$ cat config.mk
export PLATFORM = sky130hd
export DESIGN_NAME = player_attack_ctrl
export DESIGN_NICKNAME = d
export VERILOG_FILES = /design/src/rtl/player_anim_pkg.sv /design/src/rtl/btn_edge.sv /design/src/rtl/player_attack_ctrl.sv
export SDC_FILE = /design/constraint.sdc
export NUM_CORES = 1
export LEC_CHECK = 0
export CORE_MARGIN = 2
export CORE_UTILIZATION = 30
export CTS_CLUSTER_DIAMETER = 100
export CTS_CLUSTER_SIZE = 28
export DETAILED_ROUTE_END_ITERATION = 7
export PLACE_DENSITY_LB_ADDON = 0.1
export SYNTH_ARGS = -nofsm -noshare
export SYNTH_HDL_FRONTEND = slang
export SYNTH_SLANG_ARGS = --single-unit
$ cat constraint.sdc
create_clock -name clk -period 3.4 [get_ports clk]
set_clock_uncertainty 0.1 [all_clocks]
set_input_delay 0.68 -clock clk [delete_from_list [all_inputs] [get_ports clk]]
set_output_delay 0.68 -clock clk [all_outputs]
set_load 0.05 [all_outputs]
$ cat src/rtl/player_anim_pkg.sv
// Shared attack definitions for the player attack controller and the
// animation state block: attack type codes, controller FSM states and the
// default phase lengths (in game-frame ticks).
package player_anim_pkg;

  typedef enum logic [1:0] {
    ATK_NONE  = 2'd0,
    ATK_LIGHT = 2'd1,
    ATK_HEAVY = 2'd2
  } attack_type_e;

  typedef enum logic [2:0] {
    ST_IDLE     = 3'd0,
    ST_STARTUP  = 3'd1,
    ST_ACTIVE   = 3'd2,
    ST_RECOVERY = 3'd3,
    ST_COOLDOWN = 3'd4
  } atk_state_e;

  localparam int unsigned DEF_STARTUP1  = 3;
  localparam int unsigned DEF_ACTIVE1   = 2;
  localparam int unsigned DEF_RECOVERY1 = 5;
  localparam int unsigned DEF_STARTUP2  = 6;
  localparam int unsigned DEF_ACTIVE2   = 4;
  localparam int unsigned DEF_RECOVERY2 = 10;
  localparam int unsigned DEF_COOLDOWN  = 4;

  localparam int unsigned FRAME_W = 6;

endpackage

$ cat src/rtl/btn_edge.sv
// Tick-gated rising-edge detector for one synchronised button.
// Ports:
//   clk, reset  - system clock, synchronous active-high reset
//   scen_i      - game-frame tick enable; history only advances on ticks
//   btn_i       - button level
//   rise_o      - high on a tick where btn_i=1 and it was 0 on the last tick
module btn_edge (
  input  logic clk,
  input  logic reset,
  input  logic scen_i,
  input  logic btn_i,
  output logic rise_o
);

  logic prev_q;

  // History resets to 1 so a button held through reset does not fire.
  always_ff @(posedge clk) begin
    if (reset)       prev_q <= 1'b1;
    else if (scen_i) prev_q <= btn_i;
  end

  assign rise_o = scen_i & btn_i & ~prev_q;

endmodule

$ cat src/rtl/player_attack_ctrl.sv
// Player attack controller: launches light/heavy attacks on button presses,
// steps them through startup/active/recovery, then a cooldown lockout.
// One-deep press buffer during recovery/cooldown; hitstun aborts everything.
// Ports:
//   clk, reset        - system clock, synchronous active-high reset
//   SCEN              - game-frame tick enable
//   btn_atk1/btn_atk2 - light / heavy buttons (synchronised levels)
//   hitstun_active    - player is being hit
//   attack_active     - startup, active or recovery phase
//   attack_type       - 0 none, 1 light, 2 heavy
//   attack_frame      - tick index within the attack
//   hitbox_active     - active phase only
//   cooldown_active   - post-attack lockout
//
// state    | meaning
// IDLE     | no attack, ready to launch
// STARTUP  | wind-up frames, no hitbox
// ACTIVE   | hitbox live
// RECOVERY | wind-down, presses buffered
// COOLDOWN | lockout, presses buffered
module player_attack_ctrl
  import player_anim_pkg::*;
#(
  parameter int unsigned STARTUP1  = DEF_STARTUP1,
  parameter int unsigned ACTIVE1   = DEF_ACTIVE1,
  parameter int unsigned RECOVERY1 = DEF_RECOVERY1,
  parameter int unsigned STARTUP2  = DEF_STARTUP2,
  parameter int unsigned ACTIVE2   = DEF_ACTIVE2,
  parameter int unsigned RECOVERY2 = DEF_RECOVERY2,
  parameter int unsigned COOLDOWN  = DEF_COOLDOWN
) (
  input  logic               clk,
  input  logic               reset,
  input  logic               SCEN,
  input  logic               btn_atk1,
  input  logic               btn_atk2,
  input  logic               hitstun_active,
  output logic               attack_active,
  output logic [1:0]         attack_type,
  output logic [FRAME_W-1:0] attack_frame,
  output logic               hitbox_active,
  output logic               cooldown_active
);

  localparam logic [FRAME_W-1:0] S1   = FRAME_W'(STARTUP1);
  localparam logic [FRAME_W-1:0] SA1  = FRAME_W'(STARTUP1 + ACTIVE1);
  localparam logic [FRAME_W-1:0] END1 = FRAME_W'(STARTUP1 + ACTIVE1 + RECOVERY1 - 1);
  localparam logic [FRAME_W-1:0] S2   = FRAME_W'(STARTUP2);
  localparam logic [FRAME_W-1:0] SA2  = FRAME_W'(STARTUP2 + ACTIVE2);
  localparam logic [FRAME_W-1:0] END2 = FRAME_W'(STARTUP2 + ACTIVE2 + RECOVERY2 - 1);
  localparam logic [FRAME_W-1:0] CD   = FRAME_W'(COOLDOWN);

  atk_state_e         state_q, state_d;
  attack_type_e       type_q, type_d;
  attack_type_e       buf_q, buf_d;
  logic [FRAME_W-1:0] frame_q, frame_d;
  logic [FRAME_W-1:0] cd_q, cd_d;

  logic               rise1, rise2;
  attack_type_e       press;
  attack_type_e       launch;
  logic [FRAME_W-1:0] ph_s, ph_sa, ph_end;
  logic [FRAME_W-1:0] frame_nx;

  btn_edge u_edge_atk1 (.clk(clk), .reset(reset), .scen_i(SCEN), .btn_i(btn_atk1), .rise_o(rise1));
  btn_edge u_edge_atk2 (.clk(clk), .reset(reset), .scen_i(SCEN), .btn_i(btn_atk2), .rise_o(rise2));

  // Light wins a simultaneous press; the heavy edge is simply dropped.
  assign press    = rise1 ? ATK_LIGHT : (rise2 ? ATK_HEAVY : ATK_NONE);
  // A fresh press overrides whatever was buffered earlier.
  assign launch   = (press != ATK_NONE) ? press : buf_q;
  assign frame_nx = frame_q + 1'b1;

  always_comb begin
    ph_s   = S1;
    ph_sa  = SA1;
    ph_end = END1;
    if (type_q == ATK_HEAVY) begin
      ph_s   = S2;
      ph_sa  = SA2;
      ph_end = END2;
    end
  end

  always_comb begin
    state_d = state_q;
    type_d  = type_q;
    buf_d   = buf_q;
    frame_d = frame_q;
    cd_d    = cd_q;
    if (SCEN) begin
      if (hitstun_active) begin
        state_d = ST_IDLE;
        type_d  = ATK_NONE;
        buf_d   = ATK_NONE;
        frame_d = '0;
        cd_d    = '0;
      end else begin
        unique case (state_q)
          ST_IDLE: begin
            if (launch != ATK_NONE) begin
              state_d = ST_STARTUP;
              type_d  = launch;
              frame_d = '0;
              buf_d   = ATK_NONE;
            end
          end
          ST_STARTUP: begin
            frame_d = frame_nx;
            if (frame_nx == ph_s) state_d = ST_ACTIVE;
          end
          ST_ACTIVE: begin
            frame_d = frame_nx;
            if (frame_nx == ph_sa) state_d = ST_RECOVERY;
          end
          ST_RECOVERY: begin
            if (press != ATK_NONE) buf_d = press;
            if (frame_q == ph_end) begin
              state_d = ST_COOLDOWN;
              type_d  = ATK_NONE;
              frame_d = '0;
              cd_d    = CD;
            end else begin
              frame_d = frame_nx;
            end
          end
          ST_COOLDOWN: begin
            if (cd_q == FRAME_W'(1)) begin
              cd_d  = '0;
              buf_d = ATK_NONE;
              if (launch != ATK_NONE) begin
                state_d = ST_STARTUP;
                type_d  = launch;
                frame_d = '0;
              end else begin
                state_d = ST_IDLE;
              end
            end else begin
              cd_d = cd_q - 1'b1;
              if (press != ATK_NONE) buf_d = press;
            end
          end
          default: state_d = ST_IDLE;
        endcase
      end
    end
  end

  always_ff @(posedge clk) begin
    if (reset) begin
      state_q <= ST_IDLE;
      type_q  <= ATK_NONE;
      buf_q   <= ATK_NONE;
      frame_q <= '0;
      cd_q    <= '0;
    end else begin
      state_q <= state_d;
      type_q  <= type_d;
      buf_q   <= buf_d;
      frame_q <= frame_d;
      cd_q    <= cd_d;
    end
  end

  // Pure decodes of registered state: no input reaches an output combinationally.
  assign attack_active   = (state_q == ST_STARTUP) || (state_q == ST_ACTIVE) ||
                           (state_q == ST_RECOVERY);
  assign attack_type     = type_q;
  assign attack_frame    = frame_q;
  assign hitbox_active   = (state_q == ST_ACTIVE);
  assign cooldown_active = (state_q == ST_COOLDOWN);

endmodule

### Word level (Yosys, flattened, before mapping)

Cells that the tools add are included.
Widths: inputs -> output; s select.

| word-level totals | value |
|---|---|
| output and inout port bits | 11 |
| register bits | 21 |

| cells by class | value |
|---|---|
| eq/ne operators | 14 |
| muxes and demuxes | 32 |
| bitwise gates (word level) | 6 |
| add/subtract/negate cells | 2 |
| reductions and logical operators | 14 |

Operator list:

| operator | number |
|---|---|
| $mux 6 | 7 |
| $pmux 6 s4 | 1 |
| $mux 3 | 7 |
| $mux 2 | 10 |
| $eq 6x6->1 | 3 |
| $pmux 3 s5 | 1 |
| $pmux 2 s3 | 2 |
| $pmux 6 s2 | 1 |
| $ne 3x3->1 const B | 3 |
| $reduce_and 3->1 | 3 |
| $add 6x1->6 const B | 1 |
| $eq 3x2->1 const B | 2 |
| $eq 6x1->1 const B | 1 |
| $ne 3x2->1 const B | 2 |
| $reduce_and 6->1 | 1 |
| $sub 6x1->6 const B | 1 |
| $mux 5 | 1 |
| $reduce_bool 5->1 | 1 |
| $and 1x1->1 | 4 |
| $mux 4 | 1 |
| $reduce_and 4->1 | 1 |
| $reduce_bool 2->1 | 2 |
| $reduce_bool 4->1 | 1 |
| $eq 3x1->1 const B | 1 |
| other kinds (8) | 10 |

### Depth between registers and ports, before layout

Gate-level depths: netlist (run 1).

| logic depth | value |
|---|---|
| word-level depth | 11 |
| mapped depth | 9 |
| gate-level depth less buffers | 7 |

### Hierarchy

Synthesis (run 1) repeated with hierarchy kept, for this count alone.

| second synthesis, totals | value |
|---|---|
| cells, all modules | 171 |
| area total of the unflattened synthesis | 1,498.9 um2 |

Modules (own cells, without submodules):

| module | cells each | area each (um2) | instances |
|---|---|---|---|
| player_attack_ctrl | 161 | 1,416.4 | 1 |
| btn_edge | 5 | 41.3 | 2 |

### Least setup slack after synthesis (run 1)

No wires, ideal clock.

| timing | value |
|---|---|
| path type | flip-flop to flip-flop |
| start | reg frame_q[0] (netlist: attack_frame[0]) |
| end | reg state_q[2] |
| clock period less this slack | 2.559 ns |
| setup time | 0.123 ns |
| required time | 3.177 ns |
| setup slack | 0.841 ns |
| stages on the path, launching flop included | 7 |
| path buffers | 0 |
| data arrival time | 2.336 ns |
| path through | dfxtp_1 nand3_2 or4_4 a31oi_4 and2_2 o211a_1 mux2_1 |

| on the way | value |
|---|---|
| longest elaborated chain between the ends | 4 |

Ends and longest elaborated chain:

| item | RTL line | text |
|---|---|---|
| start: declaration | player_attack_ctrl.sv:56 | `logic [FRAME_W-1:0] frame_q, frame_d;` |
| start signal: assignment | player_attack_ctrl.sv:160 | `frame_q <= frame_d;` |
| $add 6x1->6 | player_attack_ctrl.sv:72 | `assign frame_nx = frame_q + 1'b1;` |
| $eq 6x6->1 (on tied branches) | player_attack_ctrl.sv:110, player_attack_ctrl.sv:114 |  |
| $ne 3x3->1 (no source line) or $ne 3x2->1 (tied branches) | -- |  |
| $reduce_and 6->1 (no source line) * | -- |  |
| end signal: assignment | player_attack_ctrl.sv:157 | `state_q <= state_d;` |
| end: declaration | player_attack_ctrl.sv:53 | `atk_state_e state_q, state_d;` |

Mark *: on every way between the ends. The rest lies on a longest branch, timed or not.
A chain may end at the register's enable or synchronous reset.

### Final worst setup path (run 1)

| timing | value |
|---|---|
| start | reg state_q[2] |
| end | out cooldown_active |

| on the way | value |
|---|---|
| longest elaborated chain between the ends | 1 |

Ends and longest elaborated chain:

| item | RTL line | text |
|---|---|---|
| $eq 3x3->1 | player_attack_ctrl.sv:171 | `assign cooldown_active = (state_q == ST_COOLDOWN);` |
| end: declaration | player_attack_ctrl.sv:42 | `output logic cooldown_active` |

Every way passes these cells.

==> impl_metrics.yaml, run 1 <==
worst_hold_path:
  worstHoldStart: "u_edge_atk2.prev_q"
  hold_path_class: "reg2reg"
clock_network:
  cts.sinks: 21
  clock_latency_ps: 260
  clockRootBuffer: "clkbuf_8"
  cts.clk_slew.worst_paths_ps: 80
  h-tree-depth: 1
  tritoncts: "yes"
  ctsResizeCount: 0
  numCtsBuffers: 3
  cts_setup_buffers: 0
  clock_path_buffers: 2
  hold_buffers: 0
pwr:
  power_density_nw_per_um2: 300
  vdd_drop_max_v: 0.000175
  p_total_uw: 503
  power.leakage_uw: 0.000590
die:
  io_pins: 17
  initial_core_util: 0.310
  die_area_um2: 5410
  rows: 25
  coreArea_um2: 4690
  die_h_um: 73.6
  die_w_um: 73.6
global_routing:
  antenna_found_initial: 0
  grt_overflow_total: 0
  grt_max_degree: 22
  grt_pass1_wl_um: 5650
  grt_usage: 0.132
  grt_pass1_vias: 1212
final_layout:
  final_common_cell: "nor2_1"
  diodes: 0
  syn2layout_area_growth_pct: 15.2
  layout_common_cells: "23 x nor2_1, 21 x dfxtp_1, 17 x nand2_1"
  finalNetCount: 198
  drive_gt1_frac: 0.0957
  instances_no_fill: 242
detailed_routing:
  dr.pass1.iters: 4
  via_per_inst: 5.24
  routed_wl_um: 3350
  ant_nets: 0
  vias: 1268
  post-route-drc-count: 0
  avgRoutedWirePerCell_um: 13.8
  drt-initial-drc-count: 53
job:
  maxCapViolCount: 0
worst_setup_path:
  worst_ep_required_time_ps: 2620
  cp_slowest_cell: "clkdlybuf4s50_1"
  crit_type: "reg2out"
  crit_chain: "or3b_1 > inv_1 > clkdlybuf4s50_1"
  startpoint_type: "flip-flop"
  cp-end-kind: "output port"
  cp.arrival_ps: 2150
  r2r_start: "state_q[2]"
  critPathLaunch: "state_q[2]"
  slowest_delay_ps: 800
  path_max_fanout: 10
placement:
  place_congestion: 0.767
  place_inst: 238
  port_buffers: 16
  dpl.hpwl_um: 2510
  dp_slack_ps: 370
synthesis:
  synth-main-ff-cell: "dfxtp_1"
  synth_seq_area_share: 0.289
  syn_area_um2: 1450
  avgSynthCellArea_um2: 8.16
  ys.warnings.count: 0
  postSynth.asyncResetShare: 0
  netlist_instances: 178
  syn_nets: 187
  ys_ff_latch: 21
  synth_edf_count: 0
  yosysUniqueCellTypes: 58
timing:
  slew_headroom: 0.459
  tightest_slew_ps: 810
  setup_ws_ps: 474
  tns_ps: 0
  rsz0062_at_grt: "no"
  fmax_mhz: 342
  whs_ps: 362
  period_share: 0.861
  fin_crit_ps: 2930
  setup_viol: 0
  slew_viol_final: 0
  final_hold_viol_count: 0
status:
  status: "completed"
[report_power, final]
group	switching, uW	internal [uW]
clock	85.3	81.7
sequential	7.16	253
combinational	43.0	33.0
[routing by layer]
layer / GRT usage / wire (um) / share of wire
met5: 0 / 0 / 0
met2: 0.225 / 1620 / 0.48
met4: 0.0343 / 31 / 0.0093
met1: 0.164 / 1570 / 0.47
met3: 0.0357 / 137 / 0.041
[logic make-up (layout without fill, tap and decap cells)]
| kind of cell | Yosys count | in the layout | synth area share |
|---|---|---|---|
| AO/OA/AOI/OAI | 32 | 32 | 0.187 |
| AND/OR/NAND/NOR | 89 | 89 | 0.349 |
| multiplexers | 4 | 4 | 0.0284 |
| adder cells (fa/ha/maj) | 3 | 3 | 0.0258 |
| XOR/XNOR | 10 | 10 | 0.0603 |
| flip-flops | 21 | 21 | 0.289 |
| buffers and inverters | 19 | 29 | 0.0603 |
[area by class of cell]
| class | count | area, um2 |
|---|---|---|
| Clock buffer | 3 | 41.3 |
| Sequential cell | 21 | 420 |
| Multi-Input combinational cell | 138 | 945 |
| Fill cell | 514 | 3020 |
| Inverter | 9 | 33.8 |
| Timing Repair Buffer | 16 | 160 |
| Tap cell | 54 | 67.6 |
| Clock inverter | 1 | 5.00 |
[Yosys cell counts (2+ instances only)]
library cell / number / share of area
nor2b_1: 6 / 0.026
xnor2_1: 7 / 0.042
nor2_1: 23 / 0.059
nor4_1: 3 / 0.013
nand2_1: 17 / 0.044
mux2i_1: 3 / 0.021
a21oi_1: 5 / 0.017
nand2b_1: 2 / 0.0086
nor4b_1: 2 / 0.012
o211a_1: 2 / 0.014
nand3_1: 5 / 0.017
a21oi_2: 2 / 0.012
dfxtp_1: 21 / 0.29
clkbuf_1: 4 / 0.010
buf_2: 4 / 0.014
inv_1: 9 / 0.023
ha_1: 3 / 0.026
o31a_1: 4 / 0.024
nand4b_1: 2 / 0.012
o21ai_0: 4 / 0.014
nor3_1: 6 / 0.021
o21bai_1: 2 / 0.010
or3_1: 4 / 0.017
xor2_1: 3 / 0.018
and3b_1: 2 / 0.012
[worst paths after layout]
check	end	slack, ps	depth (start not counted)
setup reg to reg	attack_frame[2]	960	5
hold reg to reg	u_edge_atk2.prev_q	360	1
setup / recovery	cooldown_active	470	3
hold / removal	u_edge_atk2.prev_q	360	1
[state kept, by name, summed over array words and instances (netlist names)]
signal and flops:
attack_frame 6, u_edge_atk2.prev_q 1, attack_type 2, cd_q 6
buf_q 2, u_edge_atk1.prev_q 1, state_q 3
[critical path, delay by kind of cell (launching register included)]
family / cells / cell delay (ps)
buffers and inverters: 2 / 880
and+or+nand+nor: 1 / 500
DFF: 1 / 500
[metrics by stage]
step,util,instance area (um2)
floorplan,-,1450
global placement,0.347,1630
detailed placement,0.347,1630
CTS,0.357,1670
global route,0.357,1670
finish,0.357,1670
Power figures use the tool's default switching activity.
==> inputs of run 2 (changes only) <==
ABC_CLOCK_PERIOD_IN_PS = 3400   (was unset)
==> results of run 2 <==
Same layout as run 1: the final DEF is identical, and so are final timing and power.
